[src/rtl/riscv_defines.sv]
`default_nettype none
// ============================================================================
// Module      : riscv_defines (package)
// Description : Shared definitions for the instruction prefetch path.
//               It holds the default datapath width and the prefetch FSM
//               state encoding.
// Revision    : 1.0 - initial release
// ============================================================================
package riscv_defines;

  // Default width of instructions and addresses.
  localparam int WORD_WIDTH = 32;

  // Prefetch FSM states:
  //   IDLE - no transaction outstanding, no request on the bus
  //   REQ  - request driven, waiting for the grant
  //   WAIT - request granted, waiting for the read data
  typedef enum logic [1:0] {
    IDLE = 2'd0,
    REQ  = 2'd1,
    WAIT = 2'd2
  } prefetch_state_e;

endpackage : riscv_defines
`default_nettype wire

[src/rtl/fetch_fifo.sv]
`default_nettype none
// ============================================================================
// Module      : fetch_fifo
// Description : Synchronous FIFO that stores prefetched {instruction, pc}
//               entries. A flush empties it on the next edge and overrides
//               any push or pop in the same cycle. A push and a pop in the
//               same cycle are both performed, even when the FIFO is full.
// Ports       : clk, rst      - clock, asynchronous active-high reset
//               flush_i       - discard all entries
//               push_i/data_i - write one entry
//               pop_i         - drop the head entry
//               data_o        - head entry (undefined when empty)
//               full_o/empty_o/count_o - occupancy status
// Revision    : 1.0 - initial release
// ============================================================================
module fetch_fifo #(
  parameter int WIDTH = 64,
  parameter int DEPTH = 4
) (
  input  logic                   clk,
  input  logic                   rst,
  input  logic                   flush_i,
  input  logic                   push_i,
  input  logic [WIDTH-1:0]       data_i,
  input  logic                   pop_i,
  output logic [WIDTH-1:0]       data_o,
  output logic                   full_o,
  output logic                   empty_o,
  output logic [$clog2(DEPTH):0] count_o
);

  localparam int PW = $clog2(DEPTH);
  localparam int CW = PW + 1;

  logic [WIDTH-1:0] mem_q [DEPTH];
  logic [PW-1:0]    wr_ptr_q, wr_ptr_d;
  logic [PW-1:0]    rd_ptr_q, rd_ptr_d;
  logic [CW-1:0]    count_q, count_d;
  logic             do_push;
  logic             do_pop;

  always_comb begin
    do_pop   = pop_i && !flush_i && (count_q != '0);
    // A full FIFO only accepts a write when the head leaves in the same cycle.
    do_push  = push_i && !flush_i && ((count_q != CW'(DEPTH)) || do_pop);
    wr_ptr_d = wr_ptr_q;
    rd_ptr_d = rd_ptr_q;
    count_d  = count_q;
    if (flush_i) begin
      wr_ptr_d = '0;
      rd_ptr_d = '0;
      count_d  = '0;
    end else begin
      // DEPTH is a power of two, so the pointers wrap modulo DEPTH naturally.
      if (do_push) wr_ptr_d = wr_ptr_q + PW'(1);
      if (do_pop)  rd_ptr_d = rd_ptr_q + PW'(1);
      count_d = count_q + CW'(do_push) - CW'(do_pop);
    end
  end

  always_ff @(posedge clk or posedge rst) begin
    if (rst) begin
      wr_ptr_q <= '0;
      rd_ptr_q <= '0;
      count_q  <= '0;
    end else begin
      wr_ptr_q <= wr_ptr_d;
      rd_ptr_q <= rd_ptr_d;
      count_q  <= count_d;
    end
  end

  // Storage has no reset; an entry is only read after it has been written.
  always_ff @(posedge clk) begin
    if (do_push) mem_q[wr_ptr_q] <= data_i;
  end

  assign data_o  = mem_q[rd_ptr_q];
  assign full_o  = (count_q == CW'(DEPTH));
  assign empty_o = (count_q == '0);
  assign count_o = count_q;

endmodule : fetch_fifo
`default_nettype wire

[src/rtl/prefetch_buffer.sv]
`default_nettype none
// ============================================================================
// Module      : prefetch_buffer
// Description : Instruction prefetcher. It issues sequential word fetches
//               over a req/gnt/rvalid bus, with at most one transaction
//               outstanding, and queues the returned {instr, pc} pairs in a
//               fetch_fifo for the IF stage. A branch flushes the queue and
//               redirects fetching. A response that is still in flight when
//               the branch arrives is dropped.
// Ports       : clk, rst                        - clock, async active-high reset
//               instr_req_o/instr_addr_o        - memory request / address
//               instr_gnt_i                     - request accepted
//               instr_rvalid_i/instr_rdata_i    - read response
//               fetch_en_i                      - allow new requests
//               pc_start_address_i              - boot address
//               branch_i/branch_addr_i          - redirect
//               valid_o/ready_i                 - IF-stage handshake
//               instr_o/pc_o                    - head instruction and pc
// Config      : PREFETCH_BYPASS_EN - when defined, a response that arrives
//               while the queue is empty and the IF stage is ready is
//               forwarded combinationally (zero latency) instead of queued.
// Revision    : 1.0 - initial release
// ============================================================================
module prefetch_buffer
  import riscv_defines::*;
#(
  parameter int WORD_WIDTH = riscv_defines::WORD_WIDTH,
  parameter int DEPTH      = 4
) (
  input  logic                  clk,
  input  logic                  rst,
  output logic                  instr_req_o,
  output logic [WORD_WIDTH-1:0] instr_addr_o,
  input  logic                  instr_gnt_i,
  input  logic                  instr_rvalid_i,
  input  logic [WORD_WIDTH-1:0] instr_rdata_i,
  input  logic                  fetch_en_i,
  input  logic [WORD_WIDTH-1:0] pc_start_address_i,
  input  logic                  branch_i,
  input  logic [WORD_WIDTH-1:0] branch_addr_i,
  output logic                  valid_o,
  input  logic                  ready_i,
  output logic [WORD_WIDTH-1:0] instr_o,
  output logic [WORD_WIDTH-1:0] pc_o
);

  localparam int CW = $clog2(DEPTH) + 1;
  localparam int EW = 2 * WORD_WIDTH;

  prefetch_state_e       state_q, state_d;
  logic [WORD_WIDTH-1:0] fetch_addr_q, fetch_addr_d;  // next address to request
  logic [WORD_WIDTH-1:0] req_addr_q, req_addr_d;      // address of granted request
  logic [WORD_WIDTH-1:0] redir_addr_q, redir_addr_d;  // target of a branch taken in REQ
  logic                  redir_pend_q, redir_pend_d;
  logic                  discard_q, discard_d;        // drop the next response
  logic                  started_q, started_d;        // first grant or branch seen

  logic                  granted;
  logic                  resp_in;
  logic                  outstanding_after;
  logic                  bypass;
  logic                  fifo_push;
  logic                  fifo_pop;
  logic                  fifo_full;
  logic                  fifo_empty;
  logic [CW-1:0]         fifo_count;
  logic [CW-1:0]         count_next;
  logic [EW-1:0]         fifo_rdata;

  // --------------------------------------------------------------------------
  // Bus events
  // --------------------------------------------------------------------------
  always_comb begin
    granted = (state_q == REQ) && instr_gnt_i;
    // Responses only count while a transaction is in flight, so a late
    // rvalid after a reset is ignored.
    resp_in = (state_q == WAIT) && instr_rvalid_i;
    // A transaction will still be in flight after this edge.
    outstanding_after = (state_q == REQ) || ((state_q == WAIT) && !instr_rvalid_i);
  end

`ifdef PREFETCH_BYPASS_EN
  assign bypass = fifo_empty && resp_in && !discard_q && ready_i && !branch_i;
`else
  assign bypass = 1'b0;
`endif

  // --------------------------------------------------------------------------
  // Queue control. A branch cancels both the push and the pop of its cycle.
  // --------------------------------------------------------------------------
  always_comb begin
    fifo_push  = resp_in && !discard_q && !branch_i && !bypass;
    fifo_pop   = !fifo_empty && ready_i && !branch_i;
    count_next = fifo_count + CW'(fifo_push) - CW'(fifo_pop);
  end

  fetch_fifo #(
    .WIDTH (EW),
    .DEPTH (DEPTH)
  ) u_fetch_fifo (
    .clk     (clk),
    .rst     (rst),
    .flush_i (branch_i),
    .push_i  (fifo_push),
    .data_i  ({instr_rdata_i, req_addr_q}),
    .pop_i   (fifo_pop),
    .data_o  (fifo_rdata),
    .full_o  (fifo_full),
    .empty_o (fifo_empty),
    .count_o (fifo_count)
  );

  // --------------------------------------------------------------------------
  // FSM next state and request output
  // --------------------------------------------------------------------------
  always_comb begin
    state_d     = state_q;
    instr_req_o = 1'b0;
    unique case (state_q)
      IDLE: begin
        if (fetch_en_i && !fifo_full && !branch_i) state_d = REQ;
      end
      REQ: begin
        instr_req_o = 1'b1;
        if (instr_gnt_i) state_d = WAIT;
      end
      WAIT: begin
        if (instr_rvalid_i) begin
          // After a redirect or a dropped response, restart from IDLE so
          // the next request uses the new fetch address.
          if (branch_i || discard_q)                            state_d = IDLE;
          else if (fetch_en_i && (count_next < CW'(DEPTH)))     state_d = REQ;
          else                                                  state_d = IDLE;
        end
      end
      default: state_d = IDLE;
    endcase
  end

  // --------------------------------------------------------------------------
  // Address tracking and discard bookkeeping
  // --------------------------------------------------------------------------
  always_comb begin
    fetch_addr_d = fetch_addr_q;
    req_addr_d   = req_addr_q;
    redir_addr_d = redir_addr_q;
    redir_pend_d = redir_pend_q;
    discard_d    = discard_q;
    started_d    = started_q;

    if (granted) begin
      req_addr_d = fetch_addr_q;
      started_d  = 1'b1;
    end

    if (branch_i) begin
      // A branch also ends boot-address tracking, so the target is kept.
      started_d = 1'b1;
      if ((state_q == REQ) && !instr_gnt_i) begin
        // The ungranted request must keep its address; park the target
        // and apply it once the grant arrives.
        redir_pend_d = 1'b1;
        redir_addr_d = branch_addr_i;
      end else begin
        fetch_addr_d = branch_addr_i;
        redir_pend_d = 1'b0;
      end
    end else if (granted) begin
      fetch_addr_d = redir_pend_q ? redir_addr_q : (fetch_addr_q + WORD_WIDTH'(4));
      redir_pend_d = 1'b0;
    end else if (!started_q) begin
      fetch_addr_d = pc_start_address_i;
    end

    // Only mark a response for dropping if one is still to come; a branch
    // coinciding with rvalid already cancels that push directly.
    if (branch_i && outstanding_after) discard_d = 1'b1;
    else if (resp_in)                  discard_d = 1'b0;
  end

  always_ff @(posedge clk or posedge rst) begin
    if (rst) begin
      state_q      <= IDLE;
      fetch_addr_q <= '0;
      req_addr_q   <= '0;
      redir_addr_q <= '0;
      redir_pend_q <= 1'b0;
      discard_q    <= 1'b0;
      started_q    <= 1'b0;
    end else begin
      state_q      <= state_d;
      fetch_addr_q <= fetch_addr_d;
      req_addr_q   <= req_addr_d;
      redir_addr_q <= redir_addr_d;
      redir_pend_q <= redir_pend_d;
      discard_q    <= discard_d;
      started_q    <= started_d;
    end
  end

  assign instr_addr_o = fetch_addr_q;

  // --------------------------------------------------------------------------
  // IF-stage outputs; forced to zero when nothing is valid.
  // --------------------------------------------------------------------------
  always_comb begin
    valid_o = !fifo_empty;
    instr_o = '0;
    pc_o    = '0;
    if (bypass) begin
      valid_o = 1'b1;
      instr_o = instr_rdata_i;
      pc_o    = req_addr_q;
    end else if (!fifo_empty) begin
      {instr_o, pc_o} = fifo_rdata;
    end
  end

endmodule : prefetch_buffer
`default_nettype wire

[config.mk]
export PLATFORM = sky130hd
export DESIGN_NAME = prefetch_buffer
export DESIGN_NICKNAME = d
export VERILOG_FILES = /design/src/rtl/riscv_defines.sv /design/src/rtl/fetch_fifo.sv /design/src/rtl/prefetch_buffer.sv
export SDC_FILE = /design/constraint.sdc
export NUM_CORES = 1
export LEC_CHECK = 0
export CAP_MARGIN = 20
export CORE_MARGIN = 5
export CORE_UTILIZATION = 35
export CTS_BUF_LIST = sky130_fd_sc_hd__clkbuf_16
export DETAILED_ROUTE_END_ITERATION = 10
export DONT_BUFFER_PORTS = 1
export GPL_TIMING_DRIVEN = 0
export PLACE_DENSITY_LB_ADDON = 0.3
export SETUP_SLACK_MARGIN = 0.1
export SLEW_MARGIN = 20
export SYNTH_ARGS = -nofsm -noshare
export SYNTH_HDL_FRONTEND = slang
export SYNTH_SLANG_ARGS = --single-unit
[constraint.sdc]
create_clock -name clk -period 4.4 [get_ports clk]
set_input_delay 1.1 -clock clk [delete_from_list [all_inputs] [get_ports clk]]
set_output_delay 1.1 -clock clk [all_outputs]
set_load 0.01 [all_outputs]
==> out/metrics.yaml, run 1 <==
cells_and_area:
  layoutNonFillerInstCount: 1749
  fillerInstances: 4254
  drive_gt1_frac: 0.162
  diodes: 0
  layout_common_cells: "256 x edfxtp_1, 144 x nand2_1, 108 x dfrtp_1"
  final_cell_area_mm2: 0.0178
  synthToLayoutAreaGrowth_pct: 13.9
  nNetsFinal: 1238
  final_common_cell: "edfxtp_1"
  final_core_util: 0.402
placement:
  gp_congestion: 0.886
  placedCellCount: 1675
  hpwl_um: 28500
  place_area_mm2: 0.0165
  port_buffers: 0
  dp_slack_ns: 0.743
worst_setup_path:
  crit_fanout: 10
  critPathLaunchType: "flop"
  cp-end-kind: "output port"
  path_class: "reg -> out"
  worstPathRequired_ns: 3.30
  critPathArrivalTime_ns: 2.78
synth:
  yosys_most_used_dff: "edfxtp_1"
  async_flop_share: 0.297
  synth_top_cell_area_share: 0.493
  synth_top_cell_by_area: "edfxtp_1"
  ys_warn_count: 0
  synthCells: 1078
  synth_area_leaders: "edfxtp_1 49%, dfrtp_1 17%, mux4_2 9.2%"
  synth_seq_area_share: 0.666
  synth_edf_count: 256
  avgSynthCellArea_um2: 14.5
  synth_seq_cells: 364
  synth_area_mm2: 0.0156
  yosys.cell_types.count: 57
  synth_fp_nets: 1191
timing:
  hold_viol: 0
  rsz0062_at_grt: "false"
  fin_crit_sh: 0.881
  fin_skew_ns: 0.0292
  finalSetupViolations: 0
  clock.fmax_mhz: 258
  worst_pin_slew_ns: 0.904
  fin_ws_ns: 0.523
  maxSlewHeadroom: 0.397
  setup_tns_ns: 0
  hold_slack_ns: 0.410
  period_needed_ns: 3.88
  slew_viol_final: 0
floorplanning:
  fp.dieH_um: 221
  core_area_mm2: 0.0441
  die_area_mm2: 0.0489
  num_rows: 77
  floorplan.initialDensity: 0.353
  die_x_um: 221
  io_pins: 201
flow_run:
  drv_cap: 0
clock_network:
  htree_levels: 2
  cts_tree: "built"
  insertion_delay_ns: 0.57
  clockBufferDepth: 3
  clkSlewWorstSetupHoldPaths_ns: 0.06
  post_cts.repair.setup_buffers: 0
  cts_made_buffers: 40
  cts_hold_buf: 0
  cts_root_buf: "clkbuf_16"
  cts.sinks: 364
  cts_resized: 0
drt:
  first_pass_iters: 5
  vias: 9267
  antenna_left: 0
  drtIter0Drc: 652
  post-route-drc-count: 0
  vias_per_cell: 5.30
  wire_per_inst_um: 23.6
  routed_wl_um: 41300
power_and_ir_drop:
  cellLeakagePower_nw: 6.29
  power.density_mw_per_mm2: 620
  total_power_mw: 11.0
  vdd_ir_drop_max_v: 0.000313
global_route:
  grt_pass1_vias: 9685
  track_usage: 0.167
  grt_pass1_wl_um: 62900
  antenna_found_initial: 0
  grt_max_degree: 72
  overflow: 0
status:
  status: "complete, no violations"
worst_hold_path:
  hp-class: "in -> async"
where the power goes:
group	switching (mW)	total (mW)	internal (mW)
registers	0.763	5.06	4.30
logic	1.61	2.67	1.05
clock network	1.35	3.28	1.93
total	3.73	11.0	7.28
state kept, by name, indices dropped and copies added (netlist names):
register / cells
instr_addr_o: 32
redir_addr_q: 32
req_addr_q: 32
u_fetch_fifo.count_o: 3
started_q: 1
u_fetch_fifo.mem_q: 256
discard_q: 1
u_fetch_fifo.wr_ptr_q: 2
u_fetch_fifo.rd_ptr_q: 2
redir_pend_q: 1
state_q: 2
per-layer routing:
layer,GRT usage,part of all wire,vias up
li1,-,-,4160
met1,0.215,0.42,4724
met2,0.271,0.48,305
met3,0.0565,0.079,78
met4,0.0486,0.027,0
met5,0,0,-
worst max-delay path, cell delays in order, from the launching register on:
cell and delay [ns]:
dfrtp_1 0.34, clkbuf_1 0.64, buf_1 0.58, mux4_2 0.41, and2_1 0.27
synthesized netlist by cell type (all sizes together), types with 3 or more instances:
library cell,instances
a211o,3
a211oi,14
a21o,3
a21oi,22
a221o,4
a221oi,7
a31oi,7
and2,70
and3,11
buf,27
clkbuf,37
dfrtp,108
edfxtp,256
ha,9
inv,19
mux2,33
mux2i,10
mux4,64
nand2,144
nand2b,4
nand3,11
nand3b,6
nand4,15
nor2,59
nor2b,7
nor3,13
nor3b,7
nor4,8
o21ai,52
o22a,3
o22ai,4
o31a,3
xnor2,10
xor2,5
area by class of cell:
| class | instances | area [um^2] | share of cell area |
|---|---|---|---|
| multi-input cells | 631 | 4860 | 0.274 |
| repair buffers | 5 | 123 | 0.00691 |
| clock buffers | 41 | 1030 | 0.0578 |
| flip-flops and latches | 364 | 10400 | 0.585 |
| clock inverters | 33 | 256 | 0.0144 |
| inverters | 19 | 76.3 | 0.00430 |
| well taps | 592 | 741 | 0.0417 |
| plain buffers | 64 | 280 | 0.0158 |
worst paths after layout:
check | cells after the start | end | slack (ns) | start
worst max-delay path | 4 | pc_o[12] | 0.52 | u_fetch_fifo.rd_ptr_q[1]$_DFFE_PP0P_
worst min-delay path | 1 | req_addr_q[7]$_DFFE_PP0P_ | 0.41 | rst
worst max register to register | 9 | u_fetch_fifo.count_o[1]$_DFF_PP0_ | 1.38 | u_fetch_fifo.count_o[2]$_DFF_PP0_
worst min register to register | 1 | redir_addr_q[22]$_DFFE_PP0P_ | 0.50 | redir_addr_q[22]$_DFFE_PP0P_
max in group asynchronous | 2 | instr_addr_o[13]$_DFFE_PP0P_ | 3.30 | rst
min in group clk | 1 | redir_addr_q[22]$_DFFE_PP0P_ | 0.50 | redir_addr_q[22]$_DFFE_PP0P_
cell families (layout without fill, tap and decap cells):
logic type	count (synthesis)	after routing	share of synthesized area
AND/OR/NAND/NOR	359	359	0.113
AO/OA/AOI/OAI	140	140	0.0583
XOR/XNOR	15	15	0.00843
buffers and inverters	83	162	0.0226
multiplexers	107	107	0.123
adder cells (fa/ha/maj)	10	10	0.00851
flip-flops	364	364	0.666
Note: power is estimated with default switching activity, not from simulation.
==> run 2, diff against run 1 <==
--- a/config.mk
+++ b/config.mk
@@ -7,7 +7,7 @@
 export LEC_CHECK = 0
 export CAP_MARGIN = 20
 export CORE_MARGIN = 5
-export CORE_UTILIZATION = 35
+export CORE_UTILIZATION = 55
 export CTS_BUF_LIST = sky130_fd_sc_hd__clkbuf_16
 export DETAILED_ROUTE_END_ITERATION = 10
 export DONT_BUFFER_PORTS = 1
==> out/metrics.yaml, run 2 (same netlist as run 1, synthesis figures left out) <==
clock_network:
  cts_root_buf: "clkbuf_16"
  clockBufferDepth: 3
  insertion_delay_ns: 0.53
  cts_tree: "built"
  clkSlewWorstSetupHoldPaths_ns: 0.06
  htree_levels: 2
  cts_hold_buf: 0
  cts_made_buffers: 38
  post_cts.repair.setup_buffers: 0
  cts.sinks: 364
  cts_resized: 0
drt:
  routed_wl_um: 36700
  antenna_left: 0
  wire_per_inst_um: 24.0
  vias: 9185
  vias_per_cell: 6.00
  drtIter0Drc: 828
  first_pass_iters: 5
  post-route-drc-count: 0
worst_setup_path:
  crit_chain: "clkbuf_1, buf_1, mux4_2, and2_1"
  path_class: "reg -> out"
  cpPeakStageDelay_ns: 0.56
  critPathArrivalTime_ns: 2.57
  cp-end-kind: "output port"
  crit_slowest_cell: "buf_1"
  crit_fanout: 10
  critPathLaunchType: "flop"
  worstPathRequired_ns: 3.30
timing:
  finalSetupViolations: 0
  fin_skew_ns: 0.0153
  worst_pin_slew_ns: 0.889
  period_needed_ns: 3.67
  slew_viol_final: 0
  hold_viol: 0
  rsz0062_at_grt: "false"
  fin_crit_sh: 0.835
  maxSlewHeadroom: 0.407
  hold_slack_ns: 0.505
  clock.fmax_mhz: 272
floorplanning:
  die_area_mm2: 0.0318
  num_rows: 61
  floorplan.initialDensity: 0.560
  fp.dieH_um: 178
  core_area_mm2: 0.0279
  io_pins: 201
  die_x_um: 178
power_and_ir_drop:
  total_power_mw: 10.8
  vdd_ir_drop_max_v: 0.000416
  cellLeakagePower_nw: 6.25
  power.density_mw_per_mm2: 619
worst_hold_path:
  hp-class: "reg -> reg"
placement:
  place_area_mm2: 0.0162
  gp_congestion: 0.975
  port_buffers: 0
  hpwl_um: 25300
cells_and_area:
  drive_gt1_frac: 0.161
  final_core_util: 0.626
  layout_common_cells: "256 x edfxtp_1, 144 x nand2_1, 108 x dfrtp_1"
  regMostFlops: "u_fetch_fifo.mem_q"
  final_cell_area_mm2: 0.0175
  fillerInstances: 2097
  nNetsFinal: 1236
  largest_register_ffs: 256
  synthToLayoutAreaGrowth_pct: 11.9
  final_common_cell: "edfxtp_1"
global_route:
  overflow: 0
  antenna_found_initial: 1
  grt_pass1_wl_um: 56200
  grt_max_degree: 62
  track_usage: 0.233
  grt_pass1_vias: 9543
status:
  status: "complete, no violations"
flow_run:
  drv_cap: 0
run 2: cell count changes in the layout (fill, tap and decap cells not counted), moves of 2 or more:
cell / before / now
clkinv_2: 8 / 4
clkinv_1: 8 / 5
clkbuf_16: 41 / 39
clkinv_8: 0 / 2
clkinvlp_4: 2 / 4
run 2: layout make-up:
cell class | instances | area, um^2 | area share
Buffer | 64 | 280 | 0.0161
Multi-Input combinational cell | 631 | 4860 | 0.278
Antenna cell | 1 | 2.50 | 0.000143
Sequential cell | 364 | 10400 | 0.595
Clock buffer | 39 | 976 | 0.0559
Clock inverter | 29 | 264 | 0.0151
Timing Repair Buffer | 5 | 130 | 0.00746
Inverter | 19 | 76.3 | 0.00437
Tap cell | 378 | 473 | 0.0271
run 2: path summary, 6_finish.rpt:
kind	depth (start not counted)	endpoint	startpoint	slack (ns)
hold reg to reg	1	redir_addr_q[6]$_DFFE_PP0P_	redir_addr_q[6]$_DFFE_PP0P_	0.51
hold / removal	1	redir_addr_q[6]$_DFFE_PP0P_	redir_addr_q[6]$_DFFE_PP0P_	0.51
min in group asynchronous	1	redir_addr_q[0]$_DFFE_PP0P_	rst	0.53
setup / recovery	4	pc_o[27]	u_fetch_fifo.rd_ptr_q[1]$_DFFE_PP0P_	0.73
max in group asynchronous	2	req_addr_q[31]$_DFFE_PP0P_	rst	3.22
setup reg to reg	10	u_fetch_fifo.count_o[2]$_DFF_PP0_	u_fetch_fifo.count_o[2]$_DFF_PP0_	1.48
run 2: layer usage:
metal  global-route usage  vias to the layer above  share of wire
li1                     -                     4148              -
met1                0.316                     4596           0.42
met2                0.370                      390           0.47
met3               0.0733                       51          0.095
met4               0.0604                        0          0.019
met5                    0                        -              0
run 2: critical path: cells and delay by family (launching register included):
kind / cells / cell delay (ns)
DFF: 1 / 0.34
and+or+nand+nor: 1 / 0.21
buffers and inverters: 2 / 1.06
muxes: 1 / 0.43
run 2: power by group:
| part | internal, mW | total, mW | switching, mW | leakage, nW |
|---|---|---|---|---|
| combinational | 1.05 | 2.62 | 1.57 | 1.99 |
| sequential | 4.30 | 5.03 | 0.732 | 3.64 |
| clock | 1.85 | 3.15 | 1.29 | 0.627 |
run 2: through the flow:
step | cells | TNS (ns) | setup WS, ns
after floorplan | 1078 | 0 | 0.454
after global placement | 1456 | -274.94 | -0.907
after detailed placement | 1461 | 0 | 0.748
after CTS | 1529 | 0 | 0.653
after global routing | 1530 | 0 | 0.572
final | 1530 | 0 | 0.726
==> run 3, diff against run 2 <==
==> constraint.sdc (replaced) <==
create_clock -name clk -period 3.81 [get_ports clk]
set_input_delay 0.9525 -clock clk [delete_from_list [all_inputs] [get_ports clk]]
set_output_delay 0.9525 -clock clk [all_outputs]
set_load 0.01 [all_outputs]
==> out/metrics.yaml, run 3 (same netlist as run 1, synthesis figures left out) <==
clock_network:
  insertion_delay_ns: 0.53
  clkSlewWorstSetupHoldPaths_ns: 0.06
  post_cts.repair.setup_buffers: 0
  cts.sinks: 364
  cts_hold_buf: 0
  htree_levels: 2
  clockBufferDepth: 3
  cts_resized: 0
  cts_tree: "built"
  cts_made_buffers: 38
  cts_root_buf: "clkbuf_16"
power_and_ir_drop:
  power.density_mw_per_mm2: 723
  total_power_mw: 12.7
  vdd_ir_drop_max_v: 0.000495
  cellLeakagePower_nw: 6.31
worst_setup_path:
  r2r-end: "u_fetch_fifo.count_o[2]$_DFF_PP0_"
  crit_slowest_cell: "buf_1"
  critPathLaunchType: "flop"
  crit_chain: "clkbuf_1, buf_1, mux4_2, and2_1"
  worstPathRequired_ns: 2.86
  crit_fanout: 10
  r2r_start: "u_fetch_fifo.count_o[2]$_DFF_PP0_"
  reg2reg_depth: 10
  cp-end-kind: "output port"
  critPathBufInv: 2
  r2r_slack_ns: 0.90
  cpPeakStageDelay_ns: 0.52
  path_class: "reg -> out"
  critPathArrivalTime_ns: 2.54
  crit_family: "buffers and inverters"
cells_and_area:
  layout_common_cells: "256 x edfxtp_1, 144 x nand2_1, 108 x dfrtp_1"
  regMostFlops: "u_fetch_fifo.mem_q"
  multiInputGateArea_mm2: 0.00486
  nNetsFinal: 1238
  drive_gt1_frac: 0.163
  fillerInstances: 2071
  seq_area_mm2: 0.0104
  diodes: 0
  final_common_cell: "edfxtp_1"
  largest_register_ffs: 256
  synthToLayoutAreaGrowth_pct: 12.7
  layoutNonFillerInstCount: 1532
timing:
  slew_viol_final: 0
  rsz0062_at_grt: "false"
  fin_crit_sh: 0.916
  clock.fmax_mhz: 286
  fin_skew_ns: 0.0152
  finalSetupViolations: 0
  worst_pin_slew_ns: 0.853
  fin_ws_ns: 0.318
  period_needed_ns: 3.49
  maxSlewHeadroom: 0.431
  hold_viol: 0
  hold_slack_ns: 0.343
status:
  status: "complete, no violations"
global_route:
  antenna_found_initial: 1
  track_usage: 0.231
  grt_pass1_vias: 9608
  grt_max_degree: 43
  overflow: 0
  grt_pass1_wl_um: 56300
floorplanning:
  fp.dieH_um: 178
  core_area_mm2: 0.0279
  io_pins: 201
  floorplan.initialDensity: 0.560
  die_x_um: 178
  die_area_mm2: 0.0318
  num_rows: 61
placement:
  gp_congestion: 0.935
  port_buffers: 0
  hpwl_um: 25300
  placedCellCount: 1463
  dp_slack_ns: 0.236
drt:
  post-route-drc-count: 0
  drtIter0Drc: 726
  routed_wl_um: 36200
  vias_per_cell: 5.97
  antenna_left: 0
  first_pass_iters: 5
  vias: 9151
  wire_per_inst_um: 23.6
worst_hold_path:
  hp-class: "in -> async"
flow_run:
  drv_cap: 0
[run 3: changes by cell type in the layout (fill, tap and decap cells not counted), sizes merged]
cell      delta
diode        -1
bufinv       +4
buf          +2
inv          -2
clkinvlp     -1
[run 3: report_power, final]
group          total (mW)  internal [mW]  switching (mW)
clock network        3.90           2.41            1.48
registers            5.81           4.96           0.848
logic                3.00           1.22            1.78
total                12.7           8.59            4.12
[run 3: worst max path at each step]
stage               depth (start not counted)                                  from                                  end
global placement                            5                              branch_i  u_fetch_fifo.mem_q[3][42]$_DFFE_PP_
global route                                4  u_fetch_fifo.rd_ptr_q[1]$_DFFE_PP0P_                             pc_o[16]
detailed placement                         10                              branch_i    u_fetch_fifo.count_o[2]$_DFF_PP0_
finish                                      4  u_fetch_fifo.rd_ptr_q[1]$_DFFE_PP0P_                             pc_o[16]
floorplan                                   5                              branch_i   u_fetch_fifo.mem_q[1][0]$_DFFE_PP_
CTS                                         4  u_fetch_fifo.rd_ptr_q[1]$_DFFE_PP0P_                             pc_o[23]
[run 3: routing by layer]
metal	GRT usage	wire length, um	vias up
met5	0	13	-
met4	0.0672	882	2
met3	0.0678	3700	58
met2	0.364	16900	398
met1	0.318	14700	4550
li1	-	-	4143
[run 3: final cells by class]
type,count,share of cell area
Timing Repair Buffer,7,0.00840
Buffer,64,0.0160
Multi-Input combinational cell,631,0.277
Inverter,19,0.00427
Clock buffer,39,0.0556
Sequential cell,364,0.591
Clock inverter,30,0.0209
Tap cell,378,0.0269
[run 3: through the flow]
stage / util / cell area (um^2) / TNS, ns
finish: 0.631 / 17600 / 0
global route: 0.631 / 17600 / 0
CTS: 0.631 / 17600 / 0
detailed placement: 0.582 / 16200 / 0
global placement: 0.577 / 16100 / -292.55
floorplan: - / 15600 / 0
